**src/rtl/sram_stream_reader_pkg.sv**
```systemverilog
// Shared constants and FSM state type for the SRAM stream reader.
package sram_stream_reader_pkg;

  localparam int SRAM_DEPTH = 8192;
  localparam int SRAM_AW    = 13;
  localparam int SRAM_DW    = 128;
  localparam int CNT_W      = 14;

  typedef enum logic [1:0] {
    IDLE  = 2'd0,
    RUN   = 2'd1,
    DRAIN = 2'd2
  } state_e;

  function automatic logic [SRAM_AW-1:0] addr_inc(input logic [SRAM_AW-1:0] addr);
    return addr + {{(SRAM_AW-1){1'b0}}, 1'b1};
  endfunction

endpackage

```
**src/rtl/sram_rd_fifo.sv**
```systemverilog
// Synchronous FIFO with flop storage, head word read straight from the storage flops,
// and an occupancy count.
module sram_rd_fifo #(
  parameter int DEPTH = 4,
  parameter int WIDTH = 129
) (
  input  logic                     clock,
  input  logic                     reset_n,
  input  logic                     push,
  input  logic [WIDTH-1:0]         push_data,
  input  logic                     pop,
  output logic [WIDTH-1:0]         head_data,
  output logic                     head_valid,
  output logic [$clog2(DEPTH):0]   count
);

  localparam int PW = $clog2(DEPTH);
  localparam logic [PW:0]   CNT_FULL = (PW+1)'(DEPTH);
  localparam logic [PW:0]   CNT_ZERO = {(PW+1){1'b0}};
  localparam logic [PW:0]   CNT_ONE  = {{PW{1'b0}}, 1'b1};
  localparam logic [PW-1:0] PTR_ONE  = {{(PW-1){1'b0}}, 1'b1};

  logic [WIDTH-1:0] mem_q [DEPTH];
  logic [WIDTH-1:0] mem_d [DEPTH];
  logic [PW-1:0]    wr_ptr_q, wr_ptr_d, rd_ptr_q, rd_ptr_d;
  logic [PW:0]      count_q, count_d;
  logic             do_push, do_pop;

  // Next-state for storage, pointers and occupancy.
  always_comb begin
    mem_d    = mem_q;
    wr_ptr_d = wr_ptr_q;
    rd_ptr_d = rd_ptr_q;
    do_push  = push && (count_q != CNT_FULL);
    do_pop   = pop && (count_q != CNT_ZERO);
    if (do_push) begin
      mem_d[wr_ptr_q] = push_data;
      wr_ptr_d        = wr_ptr_q + PTR_ONE;
    end else begin
      wr_ptr_d = wr_ptr_q;
    end
    if (do_pop) begin
      rd_ptr_d = rd_ptr_q + PTR_ONE;
    end else begin
      rd_ptr_d = rd_ptr_q;
    end
    case ({do_push, do_pop})
      2'b10:   count_d = count_q + CNT_ONE;
      2'b01:   count_d = count_q - CNT_ONE;
      default: count_d = count_q;
    endcase
  end

  // FIFO state registers.
  always_ff @(posedge clock or negedge reset_n) begin
    if (!reset_n) begin
      for (int i = 0; i < DEPTH; i++) mem_q[i] <= {WIDTH{1'b0}};
      wr_ptr_q <= {PW{1'b0}};
      rd_ptr_q <= {PW{1'b0}};
      count_q  <= CNT_ZERO;
    end else begin
      mem_q    <= mem_d;
      wr_ptr_q <= wr_ptr_d;
      rd_ptr_q <= rd_ptr_d;
      count_q  <= count_d;
    end
  end

  assign head_data  = mem_q[rd_ptr_q];
  assign head_valid = (count_q != CNT_ZERO);
  assign count      = count_q;

endmodule

```
**src/rtl/sram_stream_reader.sv**
```systemverilog
// Streams a burst of words out of an 8192x128 SRAM read port into a small output buffer.
// Define SRAM_READER_WRAP_EN to wrap addresses 8191->0 instead of stopping with err.
module sram_stream_reader
  import sram_stream_reader_pkg::*;
#(
  parameter int FIFO_DEPTH = 4
) (
  input  logic               clock,
  input  logic               reset_n,
  input  logic               start,
  input  logic [12:0]        start_addr,
  input  logic [13:0]        word_count,
  output logic [12:0]        ReadAddress,
  input  logic [127:0]       ReadBus,
  output logic [127:0]       out_data,
  output logic               out_valid,
  input  logic               out_ready,
  output logic               out_last,
  output logic               busy,
  output logic               done,
  output logic               err
);

  localparam int CW = $clog2(FIFO_DEPTH) + 1;
  localparam logic [CW:0]        DEPTH_W  = (CW+1)'(FIFO_DEPTH);
  localparam logic [CNT_W-1:0]   CNT_ZERO = {CNT_W{1'b0}};
  localparam logic [CNT_W-1:0]   CNT_ONE  = {{(CNT_W-1){1'b0}}, 1'b1};

  state_e               state_q, state_d;
  logic [SRAM_AW-1:0]   addr_q, addr_d, rd_addr_q, rd_addr_d;
  logic [CNT_W-1:0]     remain_q, remain_d;
  logic                 inflight_q, inflight_d, inflight_last_q, inflight_last_d;
  logic                 err_q, err_d, done_q, done_d, busy_q, busy_d;
  logic                 room_s, overflow_s, last_xfer_s;
  logic [CW:0]          occ_s;
  logic [CW-1:0]        fifo_count;
  logic [SRAM_DW:0]     head_data;
  logic                 head_valid;

  sram_rd_fifo #(
    .DEPTH (FIFO_DEPTH),
    .WIDTH (SRAM_DW + 1)
  ) u_fifo (
    .clock      (clock),
    .reset_n    (reset_n),
    .push       (inflight_q),
    .push_data  ({inflight_last_q, ReadBus}),
    .pop        (out_ready),
    .head_data  (head_data),
    .head_valid (head_valid),
    .count      (fifo_count)
  );

`ifdef SRAM_READER_WRAP_EN
  assign overflow_s = 1'b0;
`else
  localparam logic [SRAM_AW-1:0] ADDR_MAX = 13'h1FFF;
  // Stop before stepping past the top of the SRAM while words are still owed.
  assign overflow_s = (addr_q == ADDR_MAX) && (remain_q > CNT_ONE);
`endif

  // Credit check counts reads already in flight so the buffer can never overflow.
  assign occ_s       = {1'b0, fifo_count} + {{CW{1'b0}}, inflight_q};
  assign room_s      = (occ_s < DEPTH_W);
  assign last_xfer_s = head_valid && out_ready && head_data[SRAM_DW];

  // FSM next-state, issue control and status flags.
  always_comb begin
    state_d         = state_q;
    addr_d          = addr_q;
    remain_d        = remain_q;
    rd_addr_d       = rd_addr_q;
    inflight_d      = 1'b0;
    inflight_last_d = 1'b0;
    err_d           = err_q;
    done_d          = 1'b0;
    case (state_q)
      IDLE: begin
        if (start) begin
          err_d = 1'b0;
          if (word_count != CNT_ZERO) begin
            addr_d   = start_addr;
            remain_d = word_count;
            state_d  = RUN;
          end else begin
            done_d = 1'b1;
          end
        end else begin
          state_d = IDLE;
        end
      end
      RUN: begin
        if (room_s) begin
          rd_addr_d  = addr_q;
          inflight_d = 1'b1;
          addr_d     = addr_inc(addr_q);
          remain_d   = remain_q - CNT_ONE;
          if ((remain_q == CNT_ONE) || overflow_s) begin
            inflight_last_d = 1'b1;
            state_d         = DRAIN;
            err_d           = err_q | overflow_s;
          end else begin
            state_d = RUN;
          end
        end else begin
          state_d = RUN;
        end
      end
      DRAIN: begin
        if (last_xfer_s) begin
          done_d  = 1'b1;
          state_d = IDLE;
        end else begin
          state_d = DRAIN;
        end
      end
      default: state_d = IDLE;
    endcase
    busy_d = (state_d != IDLE);
  end

  // Control and status registers.
  always_ff @(posedge clock or negedge reset_n) begin
    if (!reset_n) begin
      state_q         <= IDLE;
      addr_q          <= {SRAM_AW{1'b0}};
      remain_q        <= CNT_ZERO;
      rd_addr_q       <= {SRAM_AW{1'b0}};
      inflight_q      <= 1'b0;
      inflight_last_q <= 1'b0;
      err_q           <= 1'b0;
      done_q          <= 1'b0;
      busy_q          <= 1'b0;
    end else begin
      state_q         <= state_d;
      addr_q          <= addr_d;
      remain_q        <= remain_d;
      rd_addr_q       <= rd_addr_d;
      inflight_q      <= inflight_d;
      inflight_last_q <= inflight_last_d;
      err_q           <= err_d;
      done_q          <= done_d;
      busy_q          <= busy_d;
    end
  end

  assign ReadAddress = rd_addr_q;
  assign out_data    = head_data[SRAM_DW-1:0];
  assign out_valid   = head_valid;
  assign out_last    = head_valid && head_data[SRAM_DW];
  assign busy        = busy_q;
  assign done        = done_q;
  assign err         = err_q;

endmodule

```
**config.mk**
```make
export PLATFORM = sky130hd
export DESIGN_NAME = sram_stream_reader
export DESIGN_NICKNAME = d
export VERILOG_FILES = /design/src/rtl/sram_stream_reader_pkg.sv /design/src/rtl/sram_rd_fifo.sv /design/src/rtl/sram_stream_reader.sv
export SDC_FILE = /design/constraint.sdc
export NUM_CORES = 1
export LEC_CHECK = 0
export ABC_AREA = 0
export BUFFER_PORTS_ARGS = -buffer_cell sky130_fd_sc_hd__buf_2
export CORE_UTILIZATION = 55
export CTS_CLUSTER_DIAMETER = 40
export DETAILED_ROUTE_END_ITERATION = 6
export GPL_ROUTABILITY_DRIVEN = 0
export PLACE_DENSITY = 0.76
export SKIP_LAST_GASP = 1
export SLEW_MARGIN = 25
export SYNTH_ARGS = -nofsm -noshare
export SYNTH_HDL_FRONTEND = slang
export SYNTH_SLANG_ARGS = --single-unit
```
**constraint.sdc**
```tcl
create_clock -name clock -period 2.4 [get_ports clock]
set_input_delay 0.12 -clock clock [delete_from_list [all_inputs] [get_ports clock]]
set_output_delay 0.12 -clock clock [all_outputs]
set_load 0.02 [all_outputs]
```
== Word-level counts from Yosys, hierarchy flattened ==
Index checks and enable logic that the tools add are counted.
W data, S select, Z words.
Operators by class
  magnitude comparators: 5
  reductions and logical operators: 16
  bitwise operators: 3
  muxes and demuxes: 34
  add/subtract/negate cells: 7
  equal/unequal tests: 11
Operators with widths (count)
  $bwmux W516: 1
  $mux W129: 3
  $bmux W129 S2: 1
  $demux W129 S2: 1
  $mux W14: 3
  $mux W13: 3
  $pmux W14 S2: 1
  $pmux W13 S2: 1
  $eq A14 B1 Y1 const B: 1
  $gt A14 B1 Y1 const B: 1
  $reduce_bool A14 Y1: 1
  $sub A14 B1 Y14 const B: 1
  $add A13 B1 Y13 const B: 1
  $eq A13 B13 Y1 const B: 1
  $mux W1: 11
  $mux W2: 5
  $ne A2 B2 Y1 const B: 4
  $reduce_and A4 Y1: 2
  $ge A3 B3 Y1 const B: 2
  $logic_and A1 B1 Y1: 6
  $not A2 Y3: 2
  $pmux W2 S3: 1
  $pmux W3 S2: 1
  $reduce_bool A2 Y1: 3
  15 further kinds: 19
Storage, ports and cells
  word-level logic and storage cells: 92
  flip-flop bits (word level): 570
  input bits: 159
  output and inout port bits: 146

== Longest topological paths before layout ==
  depth in word-level cells: 8
  depth in mapped cells: 9
  gate-level depth less buffers: 9

== Modules after synthesis ==
Synthesis repeated with hierarchy kept, for this count alone.
Unflattened totals
  cells, all modules: 1596
  area total of the unflattened synthesis: 25688.4 um2
By module, submodules not included
  sram_rd_fifo: cells an instance 1286, instances 1, seq. area each 13087.6 um2, area each 22800.6 um2
  sram_stream_reader: cells an instance 310, instances 1, seq. area each 1176.1 um2, area each 2887.8 um2

== Worst setup path before layout ==
OpenSTA, ideal clock, no wires.
  path type: reg-to-reg
  from: register remain_q[0]
  to: register remain_q[12]
  data arrival time: 1.717 ns
  period minus slack after synthesis: 1.838 ns
  setup time: 0.121 ns
  required time: 2.279 ns
  cell stages (with the launch flop): 7
  buffers on the path: 0
  path slack: 0.562 ns
  cells stage by stage: dfrtp_1 > inv_1 > ha_1 > or3b_2 > nor3_1 > a31oi_1 > o22a_1
On the way
  longest elaborated chain between the ends: 3
RTL lines
  start, declared: RTL line sram_stream_reader.sv:31  | logic [CNT_W-1:0] remain_q, remain_d;
  start signal, assigned: RTL line sram_stream_reader.sv:137  | remain_q <= remain_d;
  $sub A14 B1 Y14: RTL line sram_stream_reader.sv:97  | remain_d = remain_q - CNT_ONE;
  $mux W14: RTL line sram_stream_reader.sv:93  | if (room_s) begin
  $pmux W14 S2: RTL line sram_stream_reader.sv:77  | case (state_q)
No other way between the ends. The select of a mux whose other input is x is not followed.
A chain may end at the register's enable or synchronous reset.

== Worst setup path after layout ==
  from: register u_fifo.rd_ptr_q[0]
  to: output port out_data[108]
On the way
  longest elaborated chain between the ends: 4
RTL lines
  start, declared: RTL line sram_rd_fifo.sv:25  | logic [PW-1:0] wr_ptr_q, wr_ptr_d, rd_ptr_q, rd_ptr_d;
  start signal, assigned: RTL line sram_rd_fifo.sv:59  | rd_ptr_q <= {PW{1'b0}};
  start signal, assigned: RTL line sram_rd_fifo.sv:64  | rd_ptr_q <= rd_ptr_d;
  $not A2 Y3 (implied by the code): RTL line sram_rd_fifo.sv:69  | assign head_data = mem_q[rd_ptr_q];
  $bmux W129 S2: RTL line sram_rd_fifo.sv:69
  $mux W129 (implied by the code) (2 in series): RTL line sram_rd_fifo.sv:69
  end, declared: RTL line sram_stream_reader.sv:15  | output logic [127:0] out_data,
No other way between the ends. The select of a mux whose other input is x is not followed.

==> flow_metrics.py <==
metrics = {
    "detailed_routing": {
        "drt-pass1-iter-count": 5,
        "wl_um": 59400,
        "drc": 0,
        "vias": 15900,
        "antenna_left": 0,
        "via_per_inst": 5.87,
        "drt_iter0_markers": 981,
        "wl_per_cell_um": 21.9,
    },
    "synthesis": {
        "ys_warn_count": 0,
        "yosysSeqAreaShare_pct": 56.3,
        "ys.flop_type": "dfrtp_1",
        "syn_nets": 1727,
        "syn_area_mm2": 0.0253,
        "ys_ff_latch": 570,
        "synth_cells": 1559,
        "syn_area_per_cell_um2": 16.3,
        "yosysUniqueCellTypes": 55,
        "async_reset_ff_share_pct": 100,
        "synth_edf_count": 0,
    },
    "clocking": {
        "clkSinkCount": 570,
        "cts_made_buffers": 77,
        "clk_pin_slew_ns": 0.06,
        "clk_latency_ns": 0.60,
        "htreeDepth": 3,
        "cts_tree": "yes",
        "root_buffer": "clkbuf_16",
        "clock_path_buffers": 3,
    },
    "floorplanning": {
        "rows": 78,
        "die_area_mm2": 0.0469,
        "die_w_um": 217,
        "fp.dieH_um": 217,
        "fp.coreArea_mm2": 0.0454,
        "start_util_pct": 55.9,
        "pin_count": 305,
    },
    "final_layout": {
        "seq_area_mm2": 0.0143,
        "utilization_pct": 70.2,
        "fin_nets": 2225,
        "final_layout_size_suffix_gt1_share_pct": 55.1,
        "n_fill_cell": 2912,
        "syn2layout_area_growth_pct": 25.7,
        "multi_input_area_mm2": 0.0103,
        "layout_commonest_cell": "dfrtp_1",
        "final_cell_mix": "568 x dfrtp_1, 529 x mux2_2, 303 x buf_2, 158 x dlygate4sd3_1, 129 x mux4_2",
    },
    "flow_run": {
        "drv_cap": 0,
    },
    "critical_path": {
        "critPathRequiredTime_ns": 2.28,
        "crit_type": "register to primary output",
        "cp_max_fo": 8,
        "cp-start-kind": "register",
        "crit_path_end_kind": "primary output",
        "crit_arrival_ns": 2.22,
        "cp-startpoint": "u_fifo.rd_ptr_q[0]",
        "rr_startpoint": "remain_q[0]",
    },
    "grt": {
        "antenna_found_initial": 2,
        "grt_pass1_vias": 17300,
        "grt.busiest_layer": "met2",
        "met3_usage_pct": 5.36,
        "overflow": 0,
        "grt_pass1_wl_um": 95200,
        "grtUsageMet2_pct": 44.1,
        "grt_max_degree": 83,
        "grt_use_total_pct": 26.0,
        "grt.met1_usage_pct": 33.9,
    },
    "timing": {
        "worstMarginPinSlew_ns": 0.619,
        "max_freq_mhz": 427,
        "finalSetupViolCount": 0,
        "final.setup.tns_ns": 0,
        "finalMaxSlewViolations": 0,
        "maxSlewHeadroom_pct": 58.7,
        "hold_violations": 0,
        "rsz0062_at_grt": "yes",
        "fin_crit_ns": 2.34,
        "period_share_pct": 97.5,
        "hold_slack_ns": 0.0780,
        "clock-skew-final_ns": 0.0243,
    },
    "pwr": {
        "powerDensity_mw_per_mm2": 1590,
        "peakVddDrop_v": 0.00110,
        "p_leak_uw": 0.0138,
    },
    "placement": {
        "io_buffers": 304,
        "hpwl_um": 36200,
    },
    "worst_hold_path": {
        "hp-class": "primary input to async pin",
    },
    "outcome": {
        "outcome": "completed",
    },
}
-- cells in the mapped netlist (all sizes together) (3+ instances only) --
master | n | area, um^2
xor2 | 3 | 26.3
buf | 87 | 716
xnor2 | 3 | 26.3
clkbuf | 17 | 63.8
a211oi | 5 | 37.5
a21oi | 19 | 98.9
mux2i | 3 | 30.0
o31ai | 4 | 30.0
o22ai | 7 | 43.8
o21ai | 14 | 70.1
inv | 13 | 48.8
o211ai | 4 | 30.0
a2bb2oi | 5 | 43.8
mux2 | 529 | 5960
nand3 | 12 | 60.1
nor4 | 7 | 43.8
nand4 | 10 | 62.6
a31oi | 16 | 115
nor3 | 10 | 50.1
mux4 | 129 | 2910
nand2 | 22 | 85.1
o2bb2ai | 7 | 61.3
a41o | 3 | 30.0
nor2 | 18 | 70.1
a22oi | 4 | 30.0
dfrtp | 570 | 14300
ha | 8 | 100
-- repair_timing --
action	4_1_cts	5_1_grt
resized for setup	3	2
endpoints found under the hold margin	864	0
buffers inserted	4	0
hold buffers	158	0
endpoints found under the setup margin	80	15
-- power breakdown --
group / switching (uW) / total, uW / internal (uW)
Clock: 4320 / 11300 / 6970
Sequential: 2760 / 17300 / 14600
Combinational: 10600 / 22000 / 11400
Total: 17700 / 50700 / 33000
-- critical path, stage by stage (launching register included) --
cell     delay (ns)
dfrtp_4        0.48
buf_12         0.19
buf_4          0.21
mux4_2         0.53
buf_2          0.20
-- worst paths after layout --
| check | to | slack (ns) | cells after the start |
|---|---|---|---|
| worst max-delay path | out_data[108] | 0.06 | 4 |
| worst min-delay path | u_fifo.mem_q[420] | 0.08 | 2 |
| worst max register to register | remain_q[8] | 0.27 | 6 |
| worst min register to register | u_fifo.mem_q[227] | 0.50 | 1 |
| max in group asynchronous | u_fifo.mem_q[434] | 1.40 | 4 |
| min in group clock | u_fifo.mem_q[2] | 0.34 | 3 |
-- kinds of logic after synthesis --
logic type,after synthesis,synth area share [%]
adder cells (fa/ha/maj),9,0.474
buffers and inverters,117,3.27
AO/OA/AOI/OAI,99,2.70
XOR/XNOR,6,0.207
multiplexers,661,35.1
flip-flops,570,56.3
AND/OR/NAND/NOR,97,1.99
-- state kept, by name (all words and copies together) (netlist names) --
register,count
u_fifo.mem_q,516
remain_q,14
ReadAddress,13
addr_q,13
u_fifo.count,3
state_q,2
u_fifo.rd_ptr_q,2
u_fifo.wr_ptr_q,2
busy,1
done,1
err,1
inflight_last_q,1
inflight_q,1
-- through the flow --
step	area (um^2)	total power [uW]	instances	setup slack [ns]
floorplan	25300	32600	1559	0.562
global placement	27700	38200	2416	0.421
detailed placement	27700	39100	2416	0.352
CTS	31900	50900	2710	-0.00689
global route	31900	53200	2711	-0.0246
finish	31900	50700	2712	0.0603
-- per-layer routing --
metal  part of all wire [%]  vias up
li1                       -     6899
met5                      0        -
met4                    2.4        0
met3                    5.7      120
met2                     51      489
met1                     41     8404
-- final cells by class --
| class | count | share of cell area [%] |
|---|---|---|
| Multi-Input combinational cell | 872 | 32.3 |
| Sequential cell | 570 | 44.8 |
| Tap cell | 600 | 2.36 |
| Clock inverter | 40 | 1.50 |
| Inverter | 13 | 0.153 |
| Timing Repair Buffer | 523 | 12.4 |
| Antenna cell | 2 | 0.0157 |
| Clock buffer | 92 | 6.48 |
(Power assumes the default switching activity.)
